===== config.mk =====
export PLATFORM = sky130hd
export DESIGN_NAME = divekick_key_decoder
export DESIGN_NICKNAME = d
export VERILOG_FILES = /design/src/rtl/divekick_key_decoder.sv
export SDC_FILE = /design/constraint.sdc
export NUM_CORES = 1
export LEC_CHECK = 0
export ABC_CLOCK_PERIOD_IN_PS = 2200
export CORE_UTILIZATION = 30
export CTS_BUF_LIST = sky130_fd_sc_hd__clkbuf_4
export DETAILED_ROUTE_END_ITERATION = 16
export PLACE_DENSITY = 0.58
export SLEW_MARGIN = 20
export SYNTH_ARGS = -nofsm -noshare
export SYNTH_HDL_FRONTEND = slang
export SYNTH_SLANG_ARGS = --single-unit

===== constraint.sdc =====
create_clock -name clk_clk -period 2.2 [get_ports clk_clk]
set_clock_uncertainty 0.2 [all_clocks]
set_input_delay 0.44 -clock clk_clk [delete_from_list [all_inputs] [get_ports clk_clk]]
set_output_delay 0.44 -clock clk_clk [all_outputs]
set_load 0.1 [all_outputs]

===== src/rtl/divekick_key_decoder.sv =====
// Keyboard front end for Divekick: debounces the packed HID keycode word, decodes the
// five game buttons and samples them once per frame into level/press/release/hold outputs.
module divekick_key_decoder #(
  parameter logic [7:0]  P1_DIVE_KEY   = 8'h04,
  parameter logic [7:0]  P1_KICK_KEY   = 8'h16,
  parameter logic [7:0]  P2_DIVE_KEY   = 8'h0E,
  parameter logic [7:0]  P2_KICK_KEY   = 8'h0F,
  parameter logic [7:0]  START_KEY     = 8'h2C,
  parameter int unsigned STABLE_CYCLES = 4
) (
  input  logic        clk_clk,
  input  logic        reset_reset,
  input  logic [31:0] keycode_in,
  input  logic        frame_tick,
  output logic [4:0]  btn_level,
  output logic [4:0]  btn_press,
  output logic [4:0]  btn_release,
  output logic [39:0] hold_frames,
  output logic        rollover_err
);

  localparam logic [7:0]  LP_STABLE    = 8'(STABLE_CYCLES);
  localparam logic [7:0]  LP_STABLE_M1 = 8'(STABLE_CYCLES - 1);
  localparam logic [7:0]  LP_ROLLOVER  = 8'h01;
  localparam logic [39:0] LP_KEYS      = {START_KEY, P2_KICK_KEY, P2_DIVE_KEY,
                                          P1_KICK_KEY, P1_DIVE_KEY};

  // A zero code means the button is unmapped, so it never matches an empty slot.
  function automatic logic key_hit(input logic [31:0] word, input logic [7:0] code);
    logic hit;
    hit = 1'b0;
    for (int b = 0; b < 4; b++) begin
      if (word[8*b +: 8] == code) hit = 1'b1;
    end
    return hit && (code != 8'h00);
  endfunction

  function automatic logic [7:0] sat_inc(input logic [7:0] v);
    return (v == 8'hFF) ? v : v + 8'd1;
  endfunction

  logic [31:0] r_cap_p0;
  logic [7:0]  r_cnt_p0;
  logic        w_match_p0;
  logic [31:0] r_filt_p1;
  logic [4:0]  w_raw_p1;
  logic        w_err_p1;
  logic [4:0]  r_level_p2;
  logic [4:0]  r_press_p2;
  logic [4:0]  r_release_p2;
  logic [39:0] r_hold_p2;
  logic        r_err_p2;

  // Stage p0/p1: stability filter
  assign w_match_p0 = (keycode_in == r_cap_p0);

  always_ff @(posedge clk_clk) begin
    if (reset_reset) begin
      r_cap_p0  <= '0;
      r_cnt_p0  <= '0;
      r_filt_p1 <= '0;
    end else begin
      r_cap_p0 <= keycode_in;
      if (w_match_p0) begin
        r_cnt_p0 <= (r_cnt_p0 >= LP_STABLE) ? LP_STABLE : r_cnt_p0 + 8'd1;
        if (r_cnt_p0 >= LP_STABLE_M1) r_filt_p1 <= r_cap_p0;
      end else begin
        r_cnt_p0 <= '0;
      end
    end
  end

  // Stage p1: combinational button decode from the filtered word
  always_comb begin
    w_raw_p1 = '0;
    for (int i = 0; i < 5; i++) begin
      w_raw_p1[i] = key_hit(r_filt_p1, LP_KEYS[8*i +: 8]);
    end
    w_err_p1 = key_hit(r_filt_p1, LP_ROLLOVER);
  end

  // Stage p2: per-frame sample; a rollover frame freezes level and hold counts
  always_ff @(posedge clk_clk) begin
    if (reset_reset) begin
      r_level_p2   <= '0;
      r_press_p2   <= '0;
      r_release_p2 <= '0;
      r_hold_p2    <= '0;
      r_err_p2     <= 1'b0;
    end else begin
      r_press_p2   <= '0;
      r_release_p2 <= '0;
      if (frame_tick) begin
        if (!w_err_p1) begin
          r_level_p2   <= w_raw_p1;
          r_press_p2   <= w_raw_p1 & ~r_level_p2;
          r_release_p2 <= ~w_raw_p1 & r_level_p2;
          r_err_p2     <= 1'b0;
          for (int i = 0; i < 5; i++) begin
            r_hold_p2[8*i +: 8] <= w_raw_p1[i] ? sat_inc(r_hold_p2[8*i +: 8]) : 8'd0;
          end
        end else begin
          r_err_p2 <= 1'b1;
        end
      end
    end
  end

  assign btn_level    = r_level_p2;
  assign btn_press    = r_press_p2;
  assign btn_release  = r_release_p2;
  assign hold_frames  = r_hold_p2;
  assign rollover_err = r_err_p2;

endmodule


==> results.md <==
- The critical path required time is about 2500 ps.
- For this run the aggregate overflow at the end of global routing stands at 0.
- In this run the remaining antenna-violating nets after routing total 0.
- After detailed routing, the wire length on met1 is 7040 microns.
- The most frequent cell on the critical path is and4_4.
- The initial antenna violation count came to 0.
- The number of antenna diodes in the final layout is 0.
- TritonCTS built the clock tree.
- In the final routed layout, each cell accounts on average for between 10 and 15 microns.
- Hold timing on the final database bottoms out at a slack of 269 ps.
- In this run the worst path has a maximum fanout of 6.
- Prior to clock tree synthesis, the placed netlist has a worst setup slack of -597 ps.
- For this run, the detailed router's first-pass iteration total came to 5.
- The mapped cell area is 5820 sq um.
- The final critical path takes up 97.5% of the cycle.
- The full die area is 20000 sq um.
- For this design the static power due to leakage is 2.80 nW.
- Setup slack closes at 55.1 ps.
- Data arrives at the worst endpoint at 2410 ps.
- The critical path contains buffers and inverters numbering 0 combined.
- Of the total synthesized cell area, the portion taken by full adders, half adders and majority gates is between 1.5 and 2%.
- The final standard cell utilization of the core is 41.7%.
- The critical path is of the flop to flop type.
- Of the synthesized area, sequential elements account for 44.0%.
- Setup repair after global routing left no endpoint under its margin.
- The post-synthesis compound-gate area fraction is 11.4%.
- The most numerous cell in the Yosys netlist is dfxtp_1.
- The time the worst path needs with I/O delays and setup is 2140 ps.
- Counting flops and latches in the post-synthesis netlist gives 128.
- The cell family contributing the most delay on the critical path is simple AND/OR/NAND/NOR gates.
- The die outline width is 141 microns.
- In the detailed route, the total length drawn on met3 is 695 microns.
- The finished layout holds 1051 standard cells, fillers aside.
- The floorplan step defined a core boundary enclosing 18800 sq um.
- Synthesis produced 649 cells.
- 91 I/O pins were placed.
- The highest metal layer carrying signal wires in the routed design is met4.
- Counting tap cells, the placed design contains a total of slightly above 1000 instances.
- The total of warnings raised by yosys is 0.
- Max-cap violations in this run came to 0.
- Sorting the synthesized cells by how often they occur yields dfxtp_1, nand2_1, nor2b_1.
- At the later pin of the worst-skew pair, clock insertion delay measures 570 ps.
- The highest cell delay on the worst timing path is approximately 530 ps.
- The pin count of the biggest net entering global routing is 46.
- The fraction of registers with async set or reset after synthesis is 0%.
- The via count of the first global-routing pass is 4627.
- After routing, the total negative slack on setup checks comes to 0 ps.
- The layout overhead on the synthesized area is 34.9%.
- In this run, synthesis inferred 0 flip-flops with an integrated enable.
- In the global route stage, overall resource usage came out at 14.9%.
- The worst ir drop on vdd is 0.342 mV.
- The overall routed net length is 14300 microns.
- After the last flow step, the layout net total stands at between 800 and 900.
- The global-route wire length before repair is 23300 microns.
- The clock passes through at most 2 buffers.
- The clock tree synthesis step divided the H-tree into 4 levels.
- The layout cell share with drive strength beyond 1 is 24.3%.
- The average size of a mapped cell is around 9.0 sq um.
- The signal on the critical path passes through or4_4 -> nand4bb_4 -> and4_4 -> and4_4 -> a221o_1.
- The run finished with clean final reports.
- The final count of pins violating max slew is 0.
- The number of vias per cell after detailed routing is 4.83.
- The kind of launch point of the worst setup path is a flop.
- The final hold violation count was 0.
- The total clock sinks is 128.
- The most frequently used flop master after synthesis is dfxtp_1.
- The top cell type by area accounts for 44.0% of the synthesized area.
- After clock tree synthesis, the clock-pin slew on the worst setup and hold paths is 120 ps.
- The final weighted congestion of routability-driven global placement is a little under 0.8.
- The path category of the worst min-delay check is flop to flop.
- By area the synthesized netlist is led by dfxtp_1, nand2_1, mux2i_1.
- The netlist uses 60 different library cells.
- The number of input and output port buffers inserted is 90.
- Summed over all nets, the half-perimeter wirelength after detailed placement is between 10000 and 15000 microns.
- After Yosys synthesis, XOR and XNOR cells account for under 10% of the synthesized area.
- For this configuration, the core starts out at a cell density of ~31%.
- Measured along the y axis, the die boundary spans 141 microns.
- The area share of and/or/nand/nor cells after synthesis is 28.3%.
- In the synthesized netlist, mux cells make up 5.50% of the area.
- The total power density per cell area is 560 nW/um^2.
- The final setup violation count is 0.
- The initialized floorplan defines 50 standard-cell rows.
- The root buffer cell is clkbuf_4.
- The detailed router finished its first iteration with 259 violations.
- The vias after detailed routing is 5073.
- The final routed DRC violation total is 0.
- The slowest stage of the critical path is the or4_4 cell.
- The highest clock frequency the design can meet is 466 MHz.
- The worst setup path is captured at a flop.
- TritonCTS created 17 clock buffers.
- The cell type contributing the most total cell area after synthesis is dfxtp_1.
- The routed design uses between 6000 and 7000 microns of met2 wire.
- The main combinational cell family by area after synthesis is simple AND/OR/NAND/NOR gates.
[cell families after synthesis]
group | after synthesis
AOI/OAI and AO/OA | 93
DFF | 128
other | 1
buffers and inverters | 51
and+or+nand+nor | 305
adders and majority gates | 7
xor gates and xnor gates | 32
muxes | 32
[path summary, 6_finish.rpt]
kind / startpoint / endpoint / slack [ps] / depth (start not counted)
min: btn_level[2]$_SDFFE_PP0P_ / btn_release[2]$_SDFF_PP0_ / 270 / 2
min reg2reg: btn_level[2]$_SDFFE_PP0P_ / btn_release[2]$_SDFF_PP0_ / 270 / 2
max: r_filt_p1[1]$_SDFFE_PP0P_ / hold_frames[1]$_SDFFE_PP0P_ / 60 / 5
max reg2reg: r_filt_p1[1]$_SDFFE_PP0P_ / hold_frames[1]$_SDFFE_PP0P_ / 60 / 5
[worst register-to-register path: stages (launching register included)]
cell and delay [ps]:
dfxtp_2 330, or4_4 530, nand4bb_4 230, and4_4 250, and4_4 190, a221o_1 330
[sequential cells by signal, summed over array words and instances (netlist names)]
signal / cells
r_cnt_p0: 8
hold_frames: 40
rollover_err: 1
btn_level: 5
btn_press: 5
r_filt_p1: 32
btn_release: 5
r_cap_p0: 32
[cell type report]
cell class	instances	area, sq um
multi-input cells	474	3120
repair buffers	140	1470
well taps	260	325
inverters	17	63.8
clock inverters	15	159
flip-flops and latches	128	2590
fillers	1829	11000
clock buffers	17	128
[placed cells by master (no fill, tap or decap), types with 4 or more instances in the layout]
| cell type | instances |
|---|---|
| a211oi_1 | 13 |
| a21oi_1 | 27 |
| a31oi_1 | 9 |
| a41oi_1 | 5 |
| and3_1 | 15 |
| buf_12 | 26 |
| buf_4 | 77 |
| clkbuf_4 | 17 |
| clkdlybuf4s50_1 | 33 |
| conb_1 | 5 |
| dfxtp_1 | 106 |
| dfxtp_2 | 20 |
| ha_1 | 7 |
| inv_1 | 16 |
| inv_6 | 4 |
| mux2i_1 | 32 |
| nand2_1 | 99 |
| nand3_1 | 34 |
| nand4_1 | 25 |
| nor2_1 | 28 |
| nor2b_1 | 41 |
| nor3_1 | 16 |
| nor4_1 | 6 |
| o21ai_0 | 4 |
| o31ai_1 | 4 |
| o32ai_1 | 7 |
| xnor2_1 | 21 |
| xor2_1 | 8 |
[metrics by stage]
stage               power, mW  area [sq um]
finish                   4.39          7850
global placement         2.79          7420
CTS                      4.45          7750
detailed placement       2.79          7420
global route             4.61          7850
floorplan                2.64          5870
[layer usage]
metal	vias to the layer above	global-route usage (%)
met5	-	0
li1	2595	-
met4	0	4.63
met1	2351	19.9
met3	15	4.18
met2	112	23.0
[where the power goes]
group          internal, mW  total [mW]  switching (mW)
registers              2.36        2.38          0.0295
clock network         0.684        1.65           0.969
logic                 0.168       0.357           0.189
[repair_timing]
item	CTS	global route
pin swaps	1	8
setup endpoints to repair	33	31
setup buffers	0	3
hold buffers	1	0
hold endpoints to repair	1	0
gates resized for setup	3	14
(Power assumes the default switching activity.)
